--- src/rtl/rv_fetch.sv ---
`default_nettype none
// ============================================================================
// Module      : rv_fetch
// Description : RV32I instruction fetch stage. Issues in-order word reads to
//               instruction memory, buffers returned words with their PCs in
//               a small FIFO and presents the head to the execute datapath.
//               A redirect flushes buffered and in-flight fetches.
// Revision    : 1.0 - initial release
// ============================================================================
module rv_fetch #(
    parameter logic [31:0] RESET_PC = 32'h0000_0000,
    parameter int unsigned DEPTH    = 4,
    parameter logic [31:0] NOP      = 32'h0000_0013
) (
    input  logic        clk,
    input  logic        reset,
    output logic        imem_req_valid,
    input  logic        imem_req_ready,
    output logic [31:0] imem_req_addr,
    input  logic        imem_rsp_valid,
    input  logic [31:0] imem_rsp_data,
    input  logic        redirect_valid,
    input  logic [31:0] redirect_pc,
    output logic [31:0] instr,
    output logic [31:0] instr_pc,
    output logic        instr_valid,
    input  logic        instr_ready
);

    // Pointer width and counter width (counters must hold 0..DEPTH inclusive)
    localparam int c_aw = (DEPTH > 1) ? $clog2(DEPTH) : 1;
    localparam int c_cw = c_aw + 1;
    localparam logic [c_cw:0] c_depth = (c_cw + 1)'(DEPTH);

    logic [31:0]     r_pc;
    logic [31:0]     r_rsp_pc;
    logic [31:0]     r_fifo_pc   [DEPTH];
    logic [31:0]     r_fifo_data [DEPTH];
    logic [c_aw-1:0] r_wr_ptr;
    logic [c_aw-1:0] r_rd_ptr;
    logic [c_cw-1:0] r_count;
    logic [c_cw-1:0] r_inflight;
    logic [c_cw-1:0] r_drop;

    logic [31:0]     w_target;
    logic [c_cw:0]   w_credit;
    logic            w_req_fire;
    logic            w_rsp_legal;
    logic            w_push;
    logic            w_pop;
    logic            w_unused_bits;

    // Word-align the redirect target; the two low bits carry no meaning
    assign w_target      = {redirect_pc[31:2], 2'b00};
    assign w_unused_bits = ^redirect_pc[1:0];

    // Outstanding requests plus buffered words never exceed the FIFO size,
    // so every live response is guaranteed a free slot
    assign w_credit       = {1'b0, r_inflight} + {1'b0, r_count};
    assign imem_req_valid = reset && !redirect_valid && (w_credit < c_depth);
    assign imem_req_addr  = r_pc;
    assign w_req_fire     = imem_req_valid && imem_req_ready;

    // A response with nothing outstanding is a protocol error and is ignored
    assign w_rsp_legal = reset && imem_rsp_valid && (r_inflight != '0);
    assign w_push      = w_rsp_legal && (r_drop == '0) && !redirect_valid;
    assign w_pop       = instr_valid && instr_ready && !redirect_valid;

    // Head of the FIFO drives the consumer; NOP and PC 0 when empty
    assign instr_valid = (r_count != '0);
    assign instr       = instr_valid ? r_fifo_data[r_rd_ptr] : NOP;
    assign instr_pc    = instr_valid ? r_fifo_pc[r_rd_ptr]   : 32'h0;

    // PC generation, FIFO pointers and in-flight / discard bookkeeping
    always_ff @(posedge clk) begin
        if (!reset) begin
            r_pc       <= RESET_PC;
            r_rsp_pc   <= RESET_PC;
            r_wr_ptr   <= '0;
            r_rd_ptr   <= '0;
            r_count    <= '0;
            r_inflight <= '0;
            r_drop     <= '0;
        end else if (redirect_valid) begin
            // Everything still outstanding after this edge belongs to the
            // abandoned stream and must be discarded on arrival
            r_pc       <= w_target;
            r_rsp_pc   <= w_target;
            r_wr_ptr   <= '0;
            r_rd_ptr   <= '0;
            r_count    <= '0;
            r_inflight <= r_inflight - c_cw'(w_rsp_legal);
            r_drop     <= r_inflight - c_cw'(w_rsp_legal);
        end else begin
            if (w_req_fire) begin
                r_pc <= r_pc + 32'd4;
            end
            if (w_push) begin
                r_rsp_pc <= r_rsp_pc + 32'd4;
                r_wr_ptr <= r_wr_ptr + c_aw'(1);
            end
            if (w_pop) begin
                r_rd_ptr <= r_rd_ptr + c_aw'(1);
            end
            r_count    <= r_count + c_cw'(w_push) - c_cw'(w_pop);
            r_inflight <= r_inflight + c_cw'(w_req_fire) - c_cw'(w_rsp_legal);
            if (w_rsp_legal && (r_drop != '0)) begin
                r_drop <= r_drop - c_cw'(1);
            end
        end
    end

    // FIFO storage: capture live responses with the PC they were fetched from
    always_ff @(posedge clk) begin
        if (w_push) begin
            r_fifo_pc[r_wr_ptr]   <= r_rsp_pc;
            r_fifo_data[r_wr_ptr] <= imem_rsp_data;
        end
    end

endmodule
`default_nettype wire

--- config.mk ---
export PLATFORM = sky130hd
export DESIGN_NAME = rv_fetch
export DESIGN_NICKNAME = d
export VERILOG_FILES = /design/src/rtl/rv_fetch.sv
export SDC_FILE = /design/constraint.sdc
export NUM_CORES = 1
export LEC_CHECK = 0
export CORE_ASPECT_RATIO = 1.1
export CORE_UTILIZATION = 58
export CTS_CLUSTER_SIZE = 28
export DETAILED_ROUTE_END_ITERATION = 10
export GPL_TIMING_DRIVEN = 0
export PLACE_DENSITY = 0.83
export SLEW_MARGIN = 20
export SYNTH_ARGS = -nofsm -noshare
export SYNTH_HDL_FRONTEND = slang
export SYNTH_SLANG_ARGS = --single-unit
export TNS_END_PERCENT = 5
--- constraint.sdc ---
create_clock -name clk -period 8.24 [get_ports clk]
set_clock_uncertainty 0.15 [all_clocks]
set_input_delay 1.648 -clock clk [delete_from_list [all_inputs] [get_ports clk]]
set_output_delay 1.648 -clock clk [all_outputs]
set_load 0.1 [all_outputs]
==> summary.txt <==
Synthesis
  • Asr flop ratio synth: 0%
  • Main flop type after synthesis: edfxtp_1
  • Avg Cell Area, Syn: about 15 µm²
  • Yosys cell types: 59
  • Ys Warns: 0
  • Area share of the largest cell type after synthesis: 55.0%
  • Mapped Area: ~14000 µm²
  • Seq/Total Area, Yosys: between 60% and 70%
  • Flops & latches, synth: about 320
  • Cells after synthesis: about 920
  • Post-synth top area cell: edfxtp_1
  • Synth area leaders: edfxtp_1, dfxtp_1, mux4_2, nor2b_1, xnor2_1
  • Post-synth EDFFs: approximately 250

Clocking
  • Clock Path Buffers: 3
  • Total CTS buffers: 30
  • Root Buffer: clkbuf_16
  • Cts repair resizes: 0
  • Clock Pin Slew Worst Setup and Hold Paths: ~0.060 ns
  • Cts hold-fix bufs: 0
  • CTS tree: built
  • Worst-skew pair later-pin latency: roughly 0.55 ns
  • Clock H-tree levels: 1
  • Clk sinks: 323
  • Post-CTS setup buffers: 0

GRT
  • First-pass GRT wire length: approximately 50 mm
  • Number of global-route vias before repair: around 8900
  • Initial antenna violation count: 0
  • GRT Total Usage: about 28%
  • GRT overflow: 0
  • Largest net degree at the start of global routing: 39

Worst setup path
  • CP max stage cell: clkdlybuf4s50_1
  • Crit path DAT: between 4 and 5 ns
  • Element type at the critical path end: output port
  • Critical Path Start Type: primary input
  • WS Path Type: primary input to output port
  • Required @ worst endpoint: between 6 and 7 ns
  • CP peak stage delay: roughly 1.2 ns
  • Worst flop-to-flop path startpoint: r_inflight[1]$_SDFF_PN0_
  • CP Cell Sequence: clkdlybuf4s50_1 > clkbuf_1 > clkinv_1 > clkbuf_1 > nand2_1 > nor3b_1 > clkdlybuf4s50_1
  • Crit path from: redirect_valid
  • Crit path max fanout: 10

Timing
  • Least-Margin Pin Slew: about 1.1 ns
  • Final setup violation count: 0
  • Final hold viol count: 0
  • Slew Limit Fails: 0
  • Post-route minimum period: between 6 and 7 ns
  • RSZ-0062 raised after global routing: false
  • Setup tns final: 0 ns
  • Fmax: 147 MHz
  • Slew headroom: 29.7%
  • Final period util: 82.4%

Die
  • Initial core utilization: between 50% and 60%
  • Die Area: about 24000 µm²
  • Row cnt: between 50 and 60
  • Boundary Pins: approximately 170
  • DIE HEIGHT: about 160 µm
  • DIE WIDTH: 148 µm
  • CORE AREA: ~23000 µm²

Pwr
  • Leakage: between 0.005 and 0.006 µW
  • Sequential share of power: about 53%
  • Power Total: 3510 µW
  • Internal power: between 2000 and 3000 µW
  • Logic pwr share: between 10 and 15%
  • Clock network fraction of total power: between 30 and 40%
  • VDD IR max: roughly 130 µV
  • PwrDens: around 210 nW/µm²
  • Switching Share: 25.0%
  • Psw: between 800 and 900 µW

Worst hold path
  • Hold Path Origin: imem_req_addr[25]$_SDFFE_PN0P_
  • Hold WC Path Type: register to register

Placed design
  • Post-Place Cell Area: about 16000 µm²
  • Port Buffers: 161
  • RePlAce Congestion: ~0.95
  • Placed Cells: ~1400
  • Post-detail-place hpwl: approximately 21 mm

Cells and area
  • Final Util: 72.5%
  • Layout cell share with drive strength beyond 1: about 11%
  • Total Nets Final: ~1200
  • Antenna diodes: 0
  • Area grow syn2layout: 22.4%
  • Design area: 16600 µm²
  • Fin cells: between 1000 and 1500

Detailed routing
  • Initial drt markers: 666
  • Final ANT Viol Nets: 0
  • Initial DRT Pass Iterations: 5
  • Residual DRC count: 0
  • Post-DR vias/cell: 6.04
  • Vias: roughly 8700
  • Post-Route WL: between 30 and 40 mm
  • Average wire per standard cell: 22.6 µm

Run status
  • Status: finished, final reports clean

Flow run
  • Max Cap Viol: 0
==> worst max-delay path: cells and delay by family <==
kind	cells	cell delay, ns
and+or+nand+nor	2	0.69
buffers and inverters	5	2.63
==> cell usage after synthesis, drive strengths merged, types with 5 or more instances <==
cell and instances:
nand4 13, nand2 59, buf 15, nor3 18, nor2b 61, xnor2 31, mux4 62, ha 16
dfxtp 75, a21oi 53, edfxtp 248, nor2 24, o21a 5, mux2i 5, nand3 20, nor4 14
clkbuf 38, and4 7, o21ai 37, and3 21, xor2 11, a31oi 10, inv 21
==> per-stage QoR <==
step / hold slack (ns) / worst slack, ns
2_1_floorplan: 0.331 / 1.78
3_3_place_gp: 0.371 / 1.42
3_5_place_dp: 0.374 / 1.48
4_1_cts: 0.387 / 1.46
5_1_grt: 0.403 / 1.23
6_report: 0.382 / 1.45
==> area by class of cell <==
type / count / area [µm²]
tap: 300 / 375
clock inverter: 21 / 131
clock buffer: 35 / 791
sequential: 323 / 8950
fill: 1453 / 6280
timing repair buffer: 166 / 1700
inverter: 22 / 82.6
multi-input combinational: 526 / 4330
buffer: 53 / 218
==> cell usage in the layout (no fill, tap or decap), drive strengths merged, types with 14 or more instances in the layout <==
cell,Yosys,routed
inv,21,21
edfxtp,248,248
nand2,59,59
and3,21,21
dfxtp,75,75
a21oi,53,53
nand3,20,20
clkinv,1,20
clkbuf,38,73
o21ai,37,37
ha,16,16
nor3,18,18
mux4,62,62
xnor2,31,31
nor2,24,24
nor4,14,14
nor2b,61,61
buf,15,20
clkdlybuf4s50,0,161
==> path summary, 6_finish.rpt <==
path              depth (start not counted)  slack (ns)                              to
hold reg to reg                           2        0.38  imem_req_addr[25]$_SDFFE_PN0P_
hold / removal                            2        0.38  imem_req_addr[25]$_SDFFE_PN0P_
setup / recovery                          7        1.45                  imem_req_valid
setup reg to reg                         14        4.34        r_inflight[2]$_SDFF_PN0_
==> cells by family (layout without fill, tap and decap cells) <==
group / Yosys count / count (layout) / synth area share (%)
compound gates: 132 / 132 / 5.84
xor+xnor: 42 / 42 / 2.72
fa+ha+maj: 18 / 18 / 1.77
buf+inv: 75 / 297 / 2.22
flops: 323 / 323 / 66.1
mux: 68 / 68 / 10.8
other cells: 1 / 4 / 0.0277
simple gates: 262 / 262 / 10.6
==> state kept, by name (all words and copies together) (netlist names), named ones only <==
signal,count
r_inflight,3
imem_req_addr,30
r_fifo_data,128
r_drop,3
r_wr_ptr,2
r_count,3
r_rd_ptr,2
r_rsp_pc,30
r_fifo_pc,120
==> routing by layer <==
metal | part of all wire, % | GRT usage, %
met5 | 0 | 0
met4 | 2.7 | 9.75
met3 | 8.9 | 4.58
met2 | 50 | 48.0
met1 | 38 | 36.2
==> power by group through the flow <==
stage	Combinational, µW	Clock (µW)	Sequential, µW
after floorplan	178	0	1920
after global placement	347	0	1870
after detailed placement	355	0	1880
after CTS	358	1320	1840
after global routing	380	1380	1850
final	358	1310	1840
No activity file was read; power rests on OpenSTA's default activity.
